## src/rtl/lcd_pkg.sv

```systemverilog
// Shared constants, state encoding and DDRAM address helper for the
// HD44780 text stream adapter.
package lcd_pkg;

  localparam logic [7:0] LCD_CMD_CLEAR     = 8'h01;
  localparam logic [7:0] LCD_CMD_SET_DDRAM = 8'h80;
  localparam logic [6:0] LCD_ROW1_BASE     = 7'h40;

  localparam logic [7:0] CHAR_LF            = 8'h0A;
  localparam logic [7:0] CHAR_CR            = 8'h0D;
  localparam logic [7:0] CHAR_FF            = 8'h0C;
  localparam logic [7:0] CHAR_PRINTABLE_MIN = 8'h20;

  typedef enum logic [1:0] {
    ST_IDLE      = 2'd0,
    ST_SEND_ADDR = 2'd1,
    ST_SEND_CHAR = 2'd2,
    ST_SEND_CLR  = 2'd3
  } lcd_adapt_state_t;

  // Rows 2 and 3 continue the row 0 / row 1 DDRAM lines after COLS cells.
  function automatic logic [6:0] lcd_ddram_addr(input logic [1:0] row,
                                                input logic [5:0] col,
                                                input logic [6:0] cols);
    logic [6:0] base;
    case (row)
      2'd0:    base = 7'h00;
      2'd1:    base = LCD_ROW1_BASE;
      2'd2:    base = cols;
      default: base = LCD_ROW1_BASE + cols;
    endcase
    return base + {1'b0, col};
  endfunction

endpackage

```

## src/rtl/lcd_cursor_tracker.sv

```systemverilog
// Cursor row/column tracking for a COLS x ROWS character display.
// Owns the wrap logic, the just_wrapped LF-absorb flag, the addr_dirty flag
// and the DDRAM address of the current cursor position.
// Optional feature macro: LCD_CLEAR_ON_WRAP_EN (request a clear whenever the
// cursor moves from the last row back to row 0).
module lcd_cursor_tracker
  import lcd_pkg::*;
#(
  parameter int COLS = 16,
  parameter int ROWS = 2
) (
  input  logic       clk,
  input  logic       srst,
  input  logic       ev_accept,
  input  logic       ev_home,
  input  logic       ev_cr,
  input  logic       ev_lf,
  input  logic       ev_addr_done,
  input  logic       ev_char_done,
  output logic [1:0] cur_row,
  output logic [5:0] cur_col,
  output logic       addr_dirty,
  output logic       clear_pending,
  output logic [6:0] ddram_addr
);

  localparam logic [1:0] LAST_ROW = 2'(ROWS - 1);
  localparam logic [5:0] LAST_COL = 6'(COLS - 1);

  logic [1:0] row_q, row_d;
  logic [5:0] col_q, col_d;
  logic       dirty_q, dirty_d;
  logic       jw_q, jw_d;
  logic [1:0] next_row;
  logic       wrap_to_top;

  // Next-state cursor update from the adapter's event strobes.
  always_comb begin
    row_d       = row_q;
    col_d       = col_q;
    dirty_d     = dirty_q;
    jw_d        = jw_q;
    next_row    = (row_q == LAST_ROW) ? 2'd0 : row_q + 2'd1;
    wrap_to_top = 1'b0;

    if (ev_accept) begin
      jw_d = 1'b0;
    end
    if (ev_home) begin
      row_d   = 2'd0;
      col_d   = 6'd0;
      dirty_d = 1'b0;
    end
    if (ev_cr) begin
      col_d   = 6'd0;
      dirty_d = 1'b1;
    end
    if (ev_lf && !jw_q) begin
      row_d       = next_row;
      col_d       = 6'd0;
      dirty_d     = 1'b1;
      wrap_to_top = (row_q == LAST_ROW);
    end
    if (ev_addr_done) begin
      dirty_d = 1'b0;
    end
    if (ev_char_done) begin
      if (col_q == LAST_COL) begin
        col_d       = 6'd0;
        row_d       = next_row;
        dirty_d     = 1'b1;
        jw_d        = 1'b1;
        wrap_to_top = (row_q == LAST_ROW);
      end else begin
        col_d = col_q + 6'd1;
        jw_d  = 1'b0;
      end
    end
  end

  // Cursor state registers.
  always_ff @(posedge clk) begin
    if (srst) begin
      row_q   <= 2'd0;
      col_q   <= 6'd0;
      dirty_q <= 1'b0;
      jw_q    <= 1'b0;
    end else begin
      row_q   <= row_d;
      col_q   <= col_d;
      dirty_q <= dirty_d;
      jw_q    <= jw_d;
    end
  end

`ifdef LCD_CLEAR_ON_WRAP_EN
  logic cp_q, cp_d;

  // Remember a return to row 0 until the next clear has been issued.
  always_comb begin
    cp_d = cp_q;
    if (ev_home) begin
      cp_d = 1'b0;
    end
    if (wrap_to_top) begin
      cp_d = 1'b1;
    end
  end

  // Clear-request register.
  always_ff @(posedge clk) begin
    if (srst) begin
      cp_q <= 1'b0;
    end else begin
      cp_q <= cp_d;
    end
  end

  assign clear_pending = cp_q;
`else
  logic unused_wrap;
  assign unused_wrap   = wrap_to_top;
  assign clear_pending = 1'b0;
`endif

  assign cur_row    = row_q;
  assign cur_col    = col_q;
  assign addr_dirty = dirty_q;
  assign ddram_addr = lcd_ddram_addr(row_q, col_q, 7'(COLS));

endmodule

```

## src/rtl/lcd_text_stream_adapter.sv

```systemverilog
// Byte-stream to HD44780 host-interface adapter. Decodes text and control
// codes, inserts set-DDRAM-address commands after wraps/newlines, and drives
// registered host_valid/host_rs/host_data with a valid/ready handshake.
// Optional feature macro: LCD_CLEAR_ON_WRAP_EN (clear display before the
// first character printed after the cursor returns to row 0).
module lcd_text_stream_adapter
  import lcd_pkg::*;
#(
  parameter int COLS = 16,
  parameter int ROWS = 2
) (
  input  logic       clk,
  input  logic       srst,
  input  logic       init_done,
  input  logic       s_valid,
  input  logic [7:0] s_data,
  output logic       s_ready,
  output logic       host_valid,
  output logic       host_rs,
  output logic [7:0] host_data,
  input  logic       host_ready,
  output logic [1:0] cur_row,
  output logic [5:0] cur_col
);

  lcd_adapt_state_t state_q, state_d;
  logic       host_valid_q, host_valid_d;
  logic       host_rs_q, host_rs_d;
  logic [7:0] host_data_q, host_data_d;
  logic [7:0] char_q, char_d;
  logic       clr_then_char_q, clr_then_char_d;

  logic       accept;
  logic       handshake;
  logic       ev_accept, ev_home, ev_cr, ev_lf, ev_addr_done, ev_char_done;
  logic       addr_dirty;
  logic       clear_pending;
  logic [6:0] ddram_addr;

  assign s_ready   = (state_q == ST_IDLE) && init_done && !srst;
  assign accept    = s_valid && s_ready;
  assign handshake = host_valid_q && host_ready;

  lcd_cursor_tracker #(
    .COLS(COLS),
    .ROWS(ROWS)
  ) u_cursor (
    .clk          (clk),
    .srst         (srst),
    .ev_accept    (ev_accept),
    .ev_home      (ev_home),
    .ev_cr        (ev_cr),
    .ev_lf        (ev_lf),
    .ev_addr_done (ev_addr_done),
    .ev_char_done (ev_char_done),
    .cur_row      (cur_row),
    .cur_col      (cur_col),
    .addr_dirty   (addr_dirty),
    .clear_pending(clear_pending),
    .ddram_addr   (ddram_addr)
  );

  // Byte decode, transaction sequencing and next registered host outputs.
  always_comb begin
    state_d         = state_q;
    host_valid_d    = host_valid_q;
    host_rs_d       = host_rs_q;
    host_data_d     = host_data_q;
    char_d          = char_q;
    clr_then_char_d = clr_then_char_q;
    ev_accept       = 1'b0;
    ev_home         = 1'b0;
    ev_cr           = 1'b0;
    ev_lf           = 1'b0;
    ev_addr_done    = 1'b0;
    ev_char_done    = 1'b0;

    case (state_q)
      ST_IDLE: begin
        if (accept) begin
          if (s_data == CHAR_FF) begin
            ev_accept       = 1'b1;
            state_d         = ST_SEND_CLR;
            host_valid_d    = 1'b1;
            host_rs_d       = 1'b0;
            host_data_d     = LCD_CMD_CLEAR;
            clr_then_char_d = 1'b0;
          end else if (s_data == CHAR_CR) begin
            ev_accept = 1'b1;
            ev_cr     = 1'b1;
          end else if (s_data == CHAR_LF) begin
            ev_accept = 1'b1;
            ev_lf     = 1'b1;
          end else if (s_data >= CHAR_PRINTABLE_MIN) begin
            ev_accept    = 1'b1;
            char_d       = s_data;
            host_valid_d = 1'b1;
            if (clear_pending) begin
              state_d         = ST_SEND_CLR;
              host_rs_d       = 1'b0;
              host_data_d     = LCD_CMD_CLEAR;
              clr_then_char_d = 1'b1;
            end else if (addr_dirty) begin
              state_d     = ST_SEND_ADDR;
              host_rs_d   = 1'b0;
              host_data_d = LCD_CMD_SET_DDRAM | {1'b0, ddram_addr};
            end else begin
              state_d     = ST_SEND_CHAR;
              host_rs_d   = 1'b1;
              host_data_d = s_data;
            end
          end
        end
      end

      ST_SEND_ADDR: begin
        if (handshake) begin
          ev_addr_done = 1'b1;
          state_d      = ST_SEND_CHAR;
          host_rs_d    = 1'b1;
          host_data_d  = char_q;
        end
      end

      ST_SEND_CHAR: begin
        if (handshake) begin
          ev_char_done = 1'b1;
          state_d      = ST_IDLE;
          host_valid_d = 1'b0;
        end
      end

      ST_SEND_CLR: begin
        if (handshake) begin
          ev_home = 1'b1;
          if (clr_then_char_q) begin
            state_d     = ST_SEND_CHAR;
            host_rs_d   = 1'b1;
            host_data_d = char_q;
          end else begin
            state_d      = ST_IDLE;
            host_valid_d = 1'b0;
          end
        end
      end

      default: begin
        state_d      = ST_IDLE;
        host_valid_d = 1'b0;
      end
    endcase
  end

  // FSM state and registered host interface.
  always_ff @(posedge clk) begin
    if (srst) begin
      state_q         <= ST_IDLE;
      host_valid_q    <= 1'b0;
      host_rs_q       <= 1'b0;
      host_data_q     <= 8'h00;
      char_q          <= 8'h00;
      clr_then_char_q <= 1'b0;
    end else begin
      state_q         <= state_d;
      host_valid_q    <= host_valid_d;
      host_rs_q       <= host_rs_d;
      host_data_q     <= host_data_d;
      char_q          <= char_d;
      clr_then_char_q <= clr_then_char_d;
    end
  end

  assign host_valid = host_valid_q;
  assign host_rs    = host_rs_q;
  assign host_data  = host_data_q;

endmodule

```

## config.mk

```make
export PLATFORM = sky130hd
export DESIGN_NAME = lcd_text_stream_adapter
export DESIGN_NICKNAME = d
export VERILOG_FILES = /design/src/rtl/lcd_pkg.sv /design/src/rtl/lcd_cursor_tracker.sv /design/src/rtl/lcd_text_stream_adapter.sv
export SDC_FILE = /design/constraint.sdc
export NUM_CORES = 1
export LEC_CHECK = 0
export ABC_AREA = 1
export BUFFER_PORTS_ARGS = -buffer_cell sky130_fd_sc_hd__buf_2
export CELL_PAD_IN_SITES_DETAIL_PLACEMENT = 1
export CELL_PAD_IN_SITES_GLOBAL_PLACEMENT = 1
export CORE_MARGIN = 5
export CORE_UTILIZATION = 35
export DETAILED_ROUTE_END_ITERATION = 8
export GPL_TIMING_DRIVEN = 0
export MAX_ROUTING_LAYER = met4
export PLACE_DENSITY = 0.77
export SETUP_SLACK_MARGIN = 0.4
export SKIP_LAST_GASP = 1
export SLEW_MARGIN = 20
export SYNTH_ARGS = -nofsm -noshare
export SYNTH_HDL_FRONTEND = slang
export SYNTH_SLANG_ARGS = --single-unit
export TNS_END_PERCENT = 5
```

## constraint.sdc

```tcl
create_clock -name clk -period 1.6 [get_ports clk]
set_clock_uncertainty 0.1 [all_clocks]
set_input_delay 0.32 -clock clk [delete_from_list [all_inputs] [get_ports clk]]
set_output_delay 0.32 -clock clk [all_outputs]
set_load 0.05 [all_outputs]
```

==> After elaboration in Yosys (flattened, before gate mapping) <==
Index checks and enable logic that the tools add are counted.
Widths: inputs -> output; s select.
{ "word_totals": {"output_inout_bits": 19, "regBits": 30, "inputBits": 13} }
{ "op_classes": {"n_bitwise": 4, "n_reduce_logical": 18, "mux": 71, "n_eq_ne": 16, "n_lt_le_gt_ge": 1, "n_addsub": 3} }
{ "ops": {"columns": ["cell", "n"], "rows": [
  ["$mux 8", 7],
  ["$mux 1", 41],
  ["$mux 6", 5],
  ["$mux 2", 13],
  ["$eq 8x4->1 const B", 3],
  ["$pmux 7 s3", 1],
  ["$pmux 8 s2", 1],
  ["$reduce_and 7->1", 2],
  ["$ge 8x6->1 const B", 1],
  ["$ne 2x2->1 const B", 4],
  ["$reduce_and 8->1", 1],
  ["$add 7x6->7", 1],
  ["$add 6x1->6 const B", 1],
  ["$eq 2x2->1 const B", 3],
  ["$eq 6x4->1 const B", 1],
  ["$ne 3x3->1 const B", 2],
  ["$pmux 2 s3", 1],
  ["$reduce_and 6->1", 1],
  ["$reduce_bool 3->1", 2],
  ["$logic_and 1x1->1", 5],
  ["$eq 2x1->1 const B", 2],
  ["$logic_not 2->1", 2],
  ["$not 1->1", 4],
  ["$pmux 1 s2", 2],
  ["other kinds (6)", 7]
]} }

==> Longest topological paths before layout <==
Gate-level depths: netlist (run 1).
{ "depth": {"ltp_word": 11, "depth_mapped": 10, "depth_no_buf": 9} }

==> Hierarchy <==
Synthesis (run 1) repeated with hierarchy kept, for this count alone.
{ "unflattened": {"cells_unflattened": 308, "hier_area_um2": 2024.4} }
{ "by_module_without_submodules": {"columns": ["module", "instances", "cells_per_inst", "area_per_inst_um2", "seq_area_each_um2"], "rows": [
  ["lcd_text_stream_adapter", 1, 227, 1416.4, 420.4],
  ["lcd_cursor_tracker", 1, 81, 608.1, 200.2]
]} }

==> Worst setup path after synthesis (run 1) <==
No wires, ideal clock.
{ "synth_timing": {"path_kind": "register -> register", "from": "reg u_cursor.col_q[0] (netlist: u_cursor.cur_col[0])", "to": "reg u_cursor.row_q[0] (netlist: u_cursor.cur_row[0])", "synth_period_minus_slack_ps": 1926, "setup_slack_ps": -326, "stages_incl_launch_ff": 8, "arrival_time_ps": 1759, "n_path_buf": 0, "path_cell_list": "dfxtp_1 -> ha_1 -> nand3_1 -> nor3_2 -> nand2_1 -> nand2_1 -> nand2_1 -> a21oi_2"} }
{ "synth_via": {"elab_chain_cells": 3} }
{ "synth_rtl": {"columns": ["element", "line", "source"], "rows": [
  ["from (decl)", "lcd_cursor_tracker.sv:31", "logic [5:0] col_q, col_d;"],
  ["from (signal assigned)", "lcd_cursor_tracker.sv:90", "col_q <= col_d;"],
  ["$eq 6x4->1", "lcd_cursor_tracker.sv:68", "if (col_q == LAST_COL) begin"],
  ["$mux 2", "lcd_cursor_tracker.sv:68", null],
  ["$mux 2", "lcd_cursor_tracker.sv:67", "if (ev_char_done) begin"],
  ["to (signal assigned)", "lcd_cursor_tracker.sv:89", "row_q <= row_d;"],
  ["to (decl)", "lcd_cursor_tracker.sv:30", "logic [1:0] row_q, row_d;"]
]} }
Every way passes these cells.
A chain may end at the register's enable or synchronous reset.

==> Worst setup path after layout (run 1) <==
{ "layout_timing": {"from": "reg state_q[0]", "to": "out s_ready"} }
{ "layout_via": {"elab_chain_cells": 3} }
{ "layout_rtl": {"columns": ["element", "line", "source"], "rows": [
  ["from (decl)", "lcd_text_stream_adapter.sv:26", "lcd_adapt_state_t state_q, state_d;"],
  ["from (signal assigned)", "lcd_text_stream_adapter.sv:164", "state_q <= state_d;"],
  ["$logic_not 2->1", "lcd_text_stream_adapter.sv:40", "assign s_ready = (state_q == ST_IDLE) && init_done && !srst;"],
  ["$logic_and 1x1->1 (2 in series)", "lcd_text_stream_adapter.sv:40", null],
  ["to (decl)", "lcd_text_stream_adapter.sv:17", "output logic s_ready,"]
]} }
Every way passes these cells.

==> metrics.cfg, run 1 <==
[critical_path]
cp_data_arrival_time_ps = 1120
setup.worst_path.end_class = output pin
critical_path.max_fanout = 4
max_stage_delay_ps = 370
crit_chain = nor2_4, nand2_1, inv_1, buf_6
path_buf_inv = 2
path_class = flop to output pin
critPathSlowestCell = dfxtp_4
crit_family = flip-flops
cp.required_ps = 1180
start_kind = flop

[detailed_routing]
dr.pass1.iters = 4
routed.top_layer = met4
ant_nets = 0
routed-wl-met3_um = 151
m1WireLength_um = 2410
routed-wl-met2_um = 2640
drc = 0
avgRoutedWirePerCell_um = 13.5
via_per_inst = 4.77
drt_iter0_drc = 91
drt-total-wl_um = 5290
vias = 1867

[clock_tree]
htree_levels = 2
cts_tree = done
cts_sinks = 30
cts.path.max_buffers = 2
cts_inserted_buffers = 5
root_buffer = clkbuf_8
ctsHoldBuffers = 0
path_clk_slew_ps = 70
worstSkewPairLatency_ps = 290

[floorplan]
rows = 26
die_area_sq_um = 6590
floorplan.initialDensity_pct = 35.4
fp.dieH_um = 81.2
die_w_um = 81.2
core_area_sq_um = 5010
io_pins = 32

[yosys]
synth_area_sq_um = 1770
ys.warnings.count = 0
ys_types = 29
syn_inst = 274
syn_avg_cell_area_sq_um = 6.48
synth_nets = 290
ys_ff_latch = 30
synth_seq_area_share_pct = 33.9

[power_and_ir_drop]
p_leak_nw = 1.08
p_switching_mw = 1.64
clkPwrFrac_pct = 18.3
intPower_mw = 1.96
power.total_mw = 3.60
p_per_area_nw_per_um2 = 1540
p_comb_share_pct = 53.3
ir_drop_v = 0.000492
switching_share_pct = 45.5
seqPwrFrac_pct = 28.4

[cells_and_area]
drive_gt1_share_pct = 29.9
utilization_pct = 46.8
final_common_cell = nand2_1
mostFrequentLayoutCells = 65 x nand2_1, 41 x nor2_1, 33 x inv_1
nNetsFinal = 336
finalInstanceArea_sq_um = 2340
diodes = 0
area_delta_synth_final_pct = 32.2

[placed_design]
placed_area_sq_um = 2090
port_buffers = 31
dp_hpwl_um = 3960
place.gp.congestion = 0.840

[global_route]
antenna_found_initial = 0
global_route.usage.total_pct = 17.5
grt-ovfl-total = 0
grt_pass1_vias = 1841
grt_max_degree = 11
grt_first_pass_wirelength_um = 8630

[sta]
period_minus_slack_ps = 1540
rsz0062_at_grt = true
setup_tns_ps = 0
max_slew_margin_pct = 59.5
hold_viol_final = 0
setup_viol = 0
tightest_slew_ps = 608
fin_crit_sh_pct = 96.5
slew_viol_final = 0
fmax_ghz = 0.648

[outcome]
outcome = completed

[run]
drv_cap = 0

[min_path]
hp-class = primary input to flop

cells by family (layout without fill, tap and decap cells):
| logic type | after synthesis | in the layout | synth area share [%] |
|---|---|---|---|
| flip-flops | 30 | 30 | 33.9 |
| buffers and inverters | 46 | 93 | 10.4 |
| XOR/XNOR | 1 | 1 | 0.494 |
| adder cells (fa/ha/maj) | 3 | 3 | 2.12 |
| AND/OR/NAND/NOR | 148 | 148 | 39.5 |
| AO/OA/AOI/OAI | 46 | 46 | 13.6 |
final cells by class:
cell class | instances | area [sq um]
fill | 693 | 2670
multi-input combinational | 198 | 1070
sequential | 30 | 631
timing repair buffer | 39 | 268
inverter | 39 | 146
tap | 70 | 87.6
clock buffer | 6 | 82.6
buffer | 7 | 51.3
clock inverter | 2 | 11.3
power groups by stage:
| stage | logic (mW) | clock network [mW] | registers [mW] |
|---|---|---|---|
| 2_1_floorplan | 0.841 | 0 | 1.46 |
| 3_3_place_gp | 1.57 | 0 | 1.04 |
| 3_5_place_dp | 1.60 | 0 | 1.05 |
| 4_1_cts | 1.90 | 0.679 | 1.03 |
| 5_1_grt | 2.10 | 0.716 | 1.05 |
| 6_report | 1.92 | 0.658 | 1.02 |
sequential cells by signal, indices dropped and copies added (netlist names):
signal and count:
u_cursor.cur_row 2, char_q 8, u_cursor.cur_col 6, u_cursor.jw_q 1, host_valid 1, host_data 8, u_cursor.addr_dirty 1, state_q 2
host_rs 1
worst paths after layout:
kind	start	endpoint	slack, ps	cells past startpoint
worst max-delay path	state_q[0]	s_ready	60	4
worst min-delay path	s_data[7]	char_q[7]	250	3
worst max register to register	state_q[0]	u_cursor.cur_row[0]	70	8
worst min register to register	char_q[3]	char_q[3]	350	2
stage by stage:
step | hold slack (ps) | worst slack, ps | instances
after floorplan | 325 | 126 | 274
after global placement | 335 | -111 | 375
after detailed placement | 346 | -111 | 375
after CTS | 249 | 35.2 | 388
after global routing | 256 | -41.2 | 391
final | 248 | 55.8 | 391
timing repair:
| item | CTS | global route |
|---|---|---|
| endpoints found under the setup margin | 49 | 49 |
| pin swaps | 7 | 6 |
| cloned | 0 | 1 |
| resized for setup | 12 | 9 |
| buffers inserted | 5 | 2 |
Yosys cell counts:
cell type / count / area (sq um)
nand4_1: 9 / 56.3
buf_4: 1 / 7.51
nor2_4: 7 / 78.8
xor2_1: 1 / 8.76
ha_1: 3 / 37.5
inv_1: 34 / 128
clkbuf_1: 4 / 15.0
dfxtp_1: 30 / 601
nor3_1: 1 / 5.00
nand2_1: 69 / 259
clkinv_1: 1 / 3.75
nor3_2: 1 / 10.0
a31o_2: 1 / 8.76
nand2_2: 4 / 25.0
o22ai_1: 1 / 6.26
nand4_4: 1 / 21.3
o211ai_1: 1 / 7.51
o21ai_1: 4 / 20.0
nand3_1: 11 / 55.1
a21oi_2: 1 / 8.76
nor2_2: 1 / 6.26
or2_2: 2 / 12.5
o21ai_0: 16 / 80.1
a21oi_1: 22 / 110
inv_2: 4 / 15.0
nor2_1: 41 / 154
buf_6: 1 / 11.3
buf_2: 1 / 5.00
nand3_4: 1 / 17.5
routing by layer:
layer	GRT usage (%)	vias up
li1	-	965
met1	21.1	869
met2	29.6	25
met3	3.77	8
met4	4.56	0
met5	-	-
tightest hold or removal path, cell delays in order:
cell and delay [ps]:
buf_2 120, nand3_1 90, a21oi_1 60
No activity file was read; power rests on OpenSTA's default activity.
==> inputs of run 2 (changes only) <==
CORE_MARGIN = default   (was 5)
PLACE_DENSITY = 0.84   (was 0.77)
==> run 2 against run 1 <==
Net effect:
- sequential power about the same
- global-route usage increased by 4.6 points
- register-to-register slack worse by 20 ps
- power up 1.7%
- critical endpoint unchanged
- largest power group unchanged
==> metrics.cfg, run 2 (synthesis results as in run 1) <==
[outcome]
outcome = completed  ; unchanged

[floorplan]
core_area_sq_um = 4790  ; was 5010 sq um
io_pins = 32  ; unchanged
fp.dieH_um = 73.2  ; was 81.2 um
die_w_um = 73.2  ; was 81.2 um
floorplan.initialDensity_pct = 37.1  ; was 35.4%
die_area_sq_um = 5360  ; was 6590 sq um
rows = 25  ; was 26

[cells_and_area]
fin_cells = 390  ; was 391
nFillCells = 651  ; was 693
final-seq-area_sq_um = 631  ; unchanged
nNetsFinal = 338  ; was 336
multi_input_area_sq_um = 1060  ; was 1070 sq um
drive_gt1_share_pct = 30.7  ; was 29.9%
area_delta_synth_final_pct = 30.9  ; was 32.2%
final_common_cell = nand2_1  ; unchanged
diodes = 0  ; unchanged
mostFrequentLayoutCells = 65 x nand2_1, 39 x nor2_1, 33 x inv_1  ; was 65 x nand2_1, 41 x nor2_1, 33 x inv_1
utilization_pct = 48.5  ; was 46.8%

[placed_design]
pre_cts_slack_ps = -141  ; was -111 ps
port_buffers = 31  ; unchanged
dp_cells = 372  ; was 375
place.gp.congestion = 0.804  ; was 0.840
dp_hpwl_um = 3800  ; was 3960 um

[clock_tree]
cts_tree = done  ; unchanged
cts_sinks = 30  ; unchanged
ctsHoldBuffers = 0  ; unchanged
root_buffer = clkbuf_8  ; unchanged
path_clk_slew_ps = 70  ; about the same
htree_levels = 2  ; unchanged
cts.path.max_buffers = 2  ; unchanged
cts_inserted_buffers = 5  ; unchanged
worstSkewPairLatency_ps = 280  ; was 290 ps

[sta]
tightest_slew_ps = 533  ; was 608 ps
fin_ws_ps = 38.8  ; was 55.8 ps
slew_viol_final = 0  ; unchanged
fmax_ghz = 0.641  ; was 0.648 GHz
period_minus_slack_ps = 1560  ; was 1540 ps
setup_viol = 0  ; unchanged
max_slew_margin_pct = 64.5  ; was 59.5%
rsz0062_at_grt = true  ; unchanged
fin_crit_sh_pct = 97.6  ; was 96.5%
hold_viol_final = 0  ; unchanged
hold_slack_ps = 238  ; was 248 ps

[global_route]
grt_pass1_vias = 1893  ; was 1841
global_route.usage.total_pct = 22.1  ; was 17.5%
grt_first_pass_wirelength_um = 8780  ; was 8630 um
grt-ovfl-total = 0  ; unchanged
antenna_found_initial = 0  ; unchanged
grt_max_degree = 11  ; unchanged

[critical_path]
setup.worst_path.end_class = output pin  ; unchanged
start_kind = flop  ; unchanged
reg2reg_from = state_q[0]  ; unchanged
r2r-end = char_q[4]  ; was u_cursor.cur_row[0]
cp.required_ps = 1180  ; about the same
ff2ff_path_depth = 7  ; was 8
path_class = flop to output pin  ; unchanged
endpoint = s_ready  ; unchanged
rrSetupSlack_ps = 50  ; was 70 ps
cp_data_arrival_time_ps = 1140  ; was 1120 ps
critical_path.max_fanout = 4  ; unchanged
cp-startpoint = state_q[0]  ; unchanged

[detailed_routing]
ant_nets = 0  ; unchanged
drc = 0  ; unchanged
vias = 1850  ; was 1867
avgRoutedWirePerCell_um = 13.1  ; was 13.5 um
drt_iter0_drc = 74  ; was 91
drt-total-wl_um = 5130  ; was 5290 um
via_per_inst = 4.74  ; was 4.77
dr.pass1.iters = 4  ; unchanged

[run]
drv_cap = 0  ; unchanged

[power_and_ir_drop]
power.total_mw = 3.66  ; was 3.60 mW
ir_drop_v = 0.000661  ; was 0.000492 V
p_leak_nw = 1.07  ; was 1.08 nW
p_per_area_nw_per_um2 = 1580  ; was 1540 nW/um^2

[min_path]
hp-class = primary input to flop  ; unchanged

## run 2: metrics by stage
step	setup TNS [ps]	instance area, sq um
2_1_floorplan	0	1850
5_1_grt	-136	2320
6_report	0	2320
4_1_cts	0	2280
3_3_place_gp	-2110	2080
3_5_place_dp	-2450	2080
## run 2: final cells by class
type / count / share of cell area [%]
Multi-Input combinational cell: 198 / 45.8
Sequential cell: 30 / 27.2
Timing Repair Buffer: 41 / 11.0
Inverter: 39 / 6.30
Tap cell: 67 / 3.61
Clock buffer: 6 / 3.56
Buffer: 7 / 2.05
Clock inverter: 2 / 0.485
## run 2: power breakdown
part	internal [mW]	switching [mW]
logic	0.702	1.27
registers	0.926	0.100
clock network	0.347	0.314
total	1.97	1.69
## run 2: worst min-delay path by stage
stage | startpoint | to | cells past startpoint
finish | s_data[7] | char_q[7] | 3
global route | s_data[7] | char_q[7] | 3
CTS | s_data[7] | char_q[7] | 3
floorplan | char_q[1] | char_q[1] | 2
global placement | char_q[3] | char_q[3] | 2
detailed placement | char_q[1] | char_q[1] | 2
## run 2: layer usage
metal,wire length [um],share of wire (%),vias up,GRT usage [%]
li1,-,-,968,-
met1,2300,45,848,25.6
met2,2620,51,29,38.6
met3,167,3.3,5,4.70
met4,37,0.72,0,5.45
met5,0,0,-,-
## run 2: worst max-delay path, cell delays in order, from the launching register on
cell,delay (ps)
dfxtp_4,370
nor2_4,190
nand2_1,70
inv_1,70
buf_6,150
## run 2: timing repair
item	in CTS	in global routing
setup buffers	7	2
setup endpoints to repair	49	49
gates resized for setup	15	7
pin swaps	5	4
gates cloned	1	0
==> inputs of run 3 (changes only) <==
BUFFER_PORTS_ARGS = -buffer_cell sky130_fd_sc_hd__buf_4   (was -buffer_cell sky130_fd_sc_hd__buf_2)
==> run 3 against run 2 <==
Net effect:
- global-route usage shrank 0.54 points
- sequential power is essentially flat
- die area is the same
- design area grew 3.7%
- combinational power shrank 6%
- fmax grew 1.9%
- non-clock buffer count shrank 2
- clock-buffer cell count grew 1
- utilization grew 1.8 points
- sequential share of layout area shrank 0.97 points
- power shrank 3.7%
- worst hold slack lost 7.0 ps
- highest routed layer unchanged
==> metrics.cfg, run 3 (synthesis results as in run 1) <==
[outcome]
outcome = completed  ; unchanged

[global_route]
grt_first_pass_wirelength_um = 8490  ; was 8780 um
grt_max_degree = 11  ; unchanged
grt_pass1_vias = 1825  ; was 1893
grt-ovfl-total = 0  ; unchanged
global_route.usage.total_pct = 21.5  ; was 22.1%
antenna_found_initial = 0  ; unchanged

[sta]
period_minus_slack_ps = 1530  ; was 1560 ps
rsz0062_at_grt = true  ; unchanged
setup_tns_ps = 0  ; unchanged
slew_viol_final = 0  ; unchanged
fin_crit_sh_pct = 95.7  ; was 97.6%
tightest_slew_ps = 548  ; was 533 ps
setup_viol = 0  ; unchanged
max_slew_margin_pct = 63.5  ; was 64.5%
fmax_ghz = 0.653  ; was 0.641 GHz
fin_ws_ps = 68.0  ; was 38.8 ps
hold_viol_final = 0  ; unchanged

[cells_and_area]
drive_gt1_share_pct = 31.5  ; was 30.7%
utilization_pct = 50.3  ; was 48.5%
final_common_cell = nand2_1  ; unchanged
nNetsFinal = 336  ; was 338
finalInstanceArea_sq_um = 2410  ; was 2320 sq um
diodes = 0  ; unchanged
mostFrequentLayoutCells = 62 x nand2_1, 39 x nor2_1, 37 x buf_4  ; was 65 x nand2_1, 39 x nor2_1, 33 x inv_1
area_delta_synth_final_pct = 35.8  ; was 30.9%

[critical_path]
cp_data_arrival_time_ps = 1580  ; was 1140 ps
r2r-end = char_q[4]  ; unchanged
rrSetupSlack_ps = 70  ; was 50 ps
start_kind = flop  ; unchanged
path_buf_inv = 1  ; was 2
endpoint = char_q[4]  ; was s_ready
critical_path.max_fanout = 7  ; was 4
crit_chain = nor2_4, nand3_4, nor2_4, nand2_4, buf_8, a21oi_2, nor2_1  ; was nor2_4, nand2_1, inv_1, buf_6
ff2ff_path_depth = 7  ; unchanged
cp.depth = 7  ; was 4
cpMostUsedCell = nor2_4
cp-startpoint = state_q[0]  ; unchanged
reg2reg_from = state_q[0]  ; unchanged
critPathSlowestCell = dfxtp_4  ; unchanged
max_stage_delay_ps = 370  ; about the same
setup.worst_path.end_class = flop  ; was output pin
path_class = flop to flop  ; was flop to output pin
crit_family = simple AND/OR/NAND/NOR gates  ; was flip-flops
cp.required_ps = 1650  ; was 1180 ps

[clock_tree]
cts_tree = done  ; unchanged
path_clk_slew_ps = 60  ; was 70 ps
cts_sinks = 30  ; unchanged
root_buffer = clkbuf_8  ; unchanged
htree_levels = 2  ; unchanged
cts_inserted_buffers = 5  ; unchanged
worstSkewPairLatency_ps = 280  ; about the same
cts.path.max_buffers = 2  ; unchanged

[power_and_ir_drop]
power.total_mw = 3.53  ; was 3.66 mW
p_leak_nw = 1.08  ; was 1.07 nW
p_per_area_nw_per_um2 = 1460  ; was 1580 nW/um^2
ir_drop_v = 0.000522  ; was 0.000661 V

[run]
drv_cap = 0  ; unchanged

[detailed_routing]
vias = 1904  ; was 1850
drt_iter0_drc = 38  ; was 74
drt-total-wl_um = 5190  ; was 5130 um
drc = 0  ; unchanged
avgRoutedWirePerCell_um = 13.4  ; was 13.1 um
ant_nets = 0  ; unchanged
dr.pass1.iters = 4  ; unchanged
via_per_inst = 4.91  ; was 4.74

[placed_design]
place.gp.congestion = 0.811  ; was 0.804
placed_area_sq_um = 2160  ; was 2080 sq um
port_buffers = 31  ; unchanged
dp_hpwl_um = 3800  ; about the same
pre_cts_slack_ps = -140  ; was -141 ps

[floorplan]
rows = 25  ; unchanged
die_w_um = 73.2  ; unchanged
io_pins = 32  ; unchanged
core_area_sq_um = 4790  ; unchanged
floorplan.initialDensity_pct = 37.1  ; unchanged
die_area_sq_um = 5360  ; unchanged
fp.dieH_um = 73.2  ; unchanged

[min_path]
hp-class = primary input to flop  ; unchanged

-- run 3: cell count changes in the layout (fill, tap and decap cells not counted), moves of 2 or more --
cell     previous run  this run
buf_2              31         1
buf_4               7        37
buf_6               5         1
nand2_2             6         9
nand2_1            65        62
buf_8               0         2
-- run 3: worst min path at each step --
stage	start	endpoint	slack [ps]	depth (start not counted)
3_3_place_gp	char_q[1]	char_q[1]	340	2
5_1_grt	s_data[6]	char_q[6]	240	3
2_1_floorplan	char_q[1]	char_q[1]	330	2
3_5_place_dp	char_q[1]	char_q[1]	350	2
4_1_cts	s_data[6]	char_q[6]	230	3
6_report	s_data[6]	char_q[6]	230	3
-- run 3: timing repair --
action | in CTS | in global routing
gates cloned | 0 | 1
setup endpoints to repair | 49 | 49
hold buffers | 0 | 0
pin swaps | 5 | 8
setup buffers | 6 | 1
gates resized for setup | 11 | 16
-- run 3: routing by layer --
| metal | GRT usage (%) | vias to the layer above | wire (um) |
|---|---|---|---|
| li1 | - | 964 | - |
| met1 | 24.8 | 898 | 2360 |
| met2 | 36.8 | 31 | 2590 |
| met3 | 4.97 | 11 | 139 |
| met4 | 6.97 | 0 | 106 |
| met5 | - | - | 0 |
-- run 3: area by class of cell --
cell class              count  area [sq um]
well taps                  67          83.8
fillers                   628          2380
clock buffers               7          86.3
plain buffers               7          57.6
multi-input cells         198          1080
flip-flops and latches     30           631
clock inverters             1          5.00
inverters                  39           146
repair buffers             39           318
-- run 3: power breakdown --
| part | leakage (nW) | internal [mW] | total (mW) | switching, mW |
|---|---|---|---|---|
| registers | 0.251 | 0.927 | 1.03 | 0.104 |
| clock network | 0.0482 | 0.347 | 0.638 | 0.291 |
| logic | 0.782 | 0.656 | 1.86 | 1.20 |
| total | 1.08 | 1.93 | 3.53 | 1.60 |
-- run 3: worst reg2reg max path, cell delays in order, from the launching register on --
cell and delay, ps:
dfxtp_4 370, nor2_4 180, nand3_4 120, nor2_4 210, nand2_4 110, buf_8 150, a21oi_2 120, nor2_1 50
-- run 3: metrics by stage --
| stage | hold slack, ps | instances |
|---|---|---|
| 2_1_floorplan | 325 | 274 |
| 3_3_place_gp | 336 | 372 |
| 3_5_place_dp | 348 | 372 |
| 4_1_cts | 234 | 386 |
| 5_1_grt | 237 | 388 |
| 6_report | 231 | 388 |
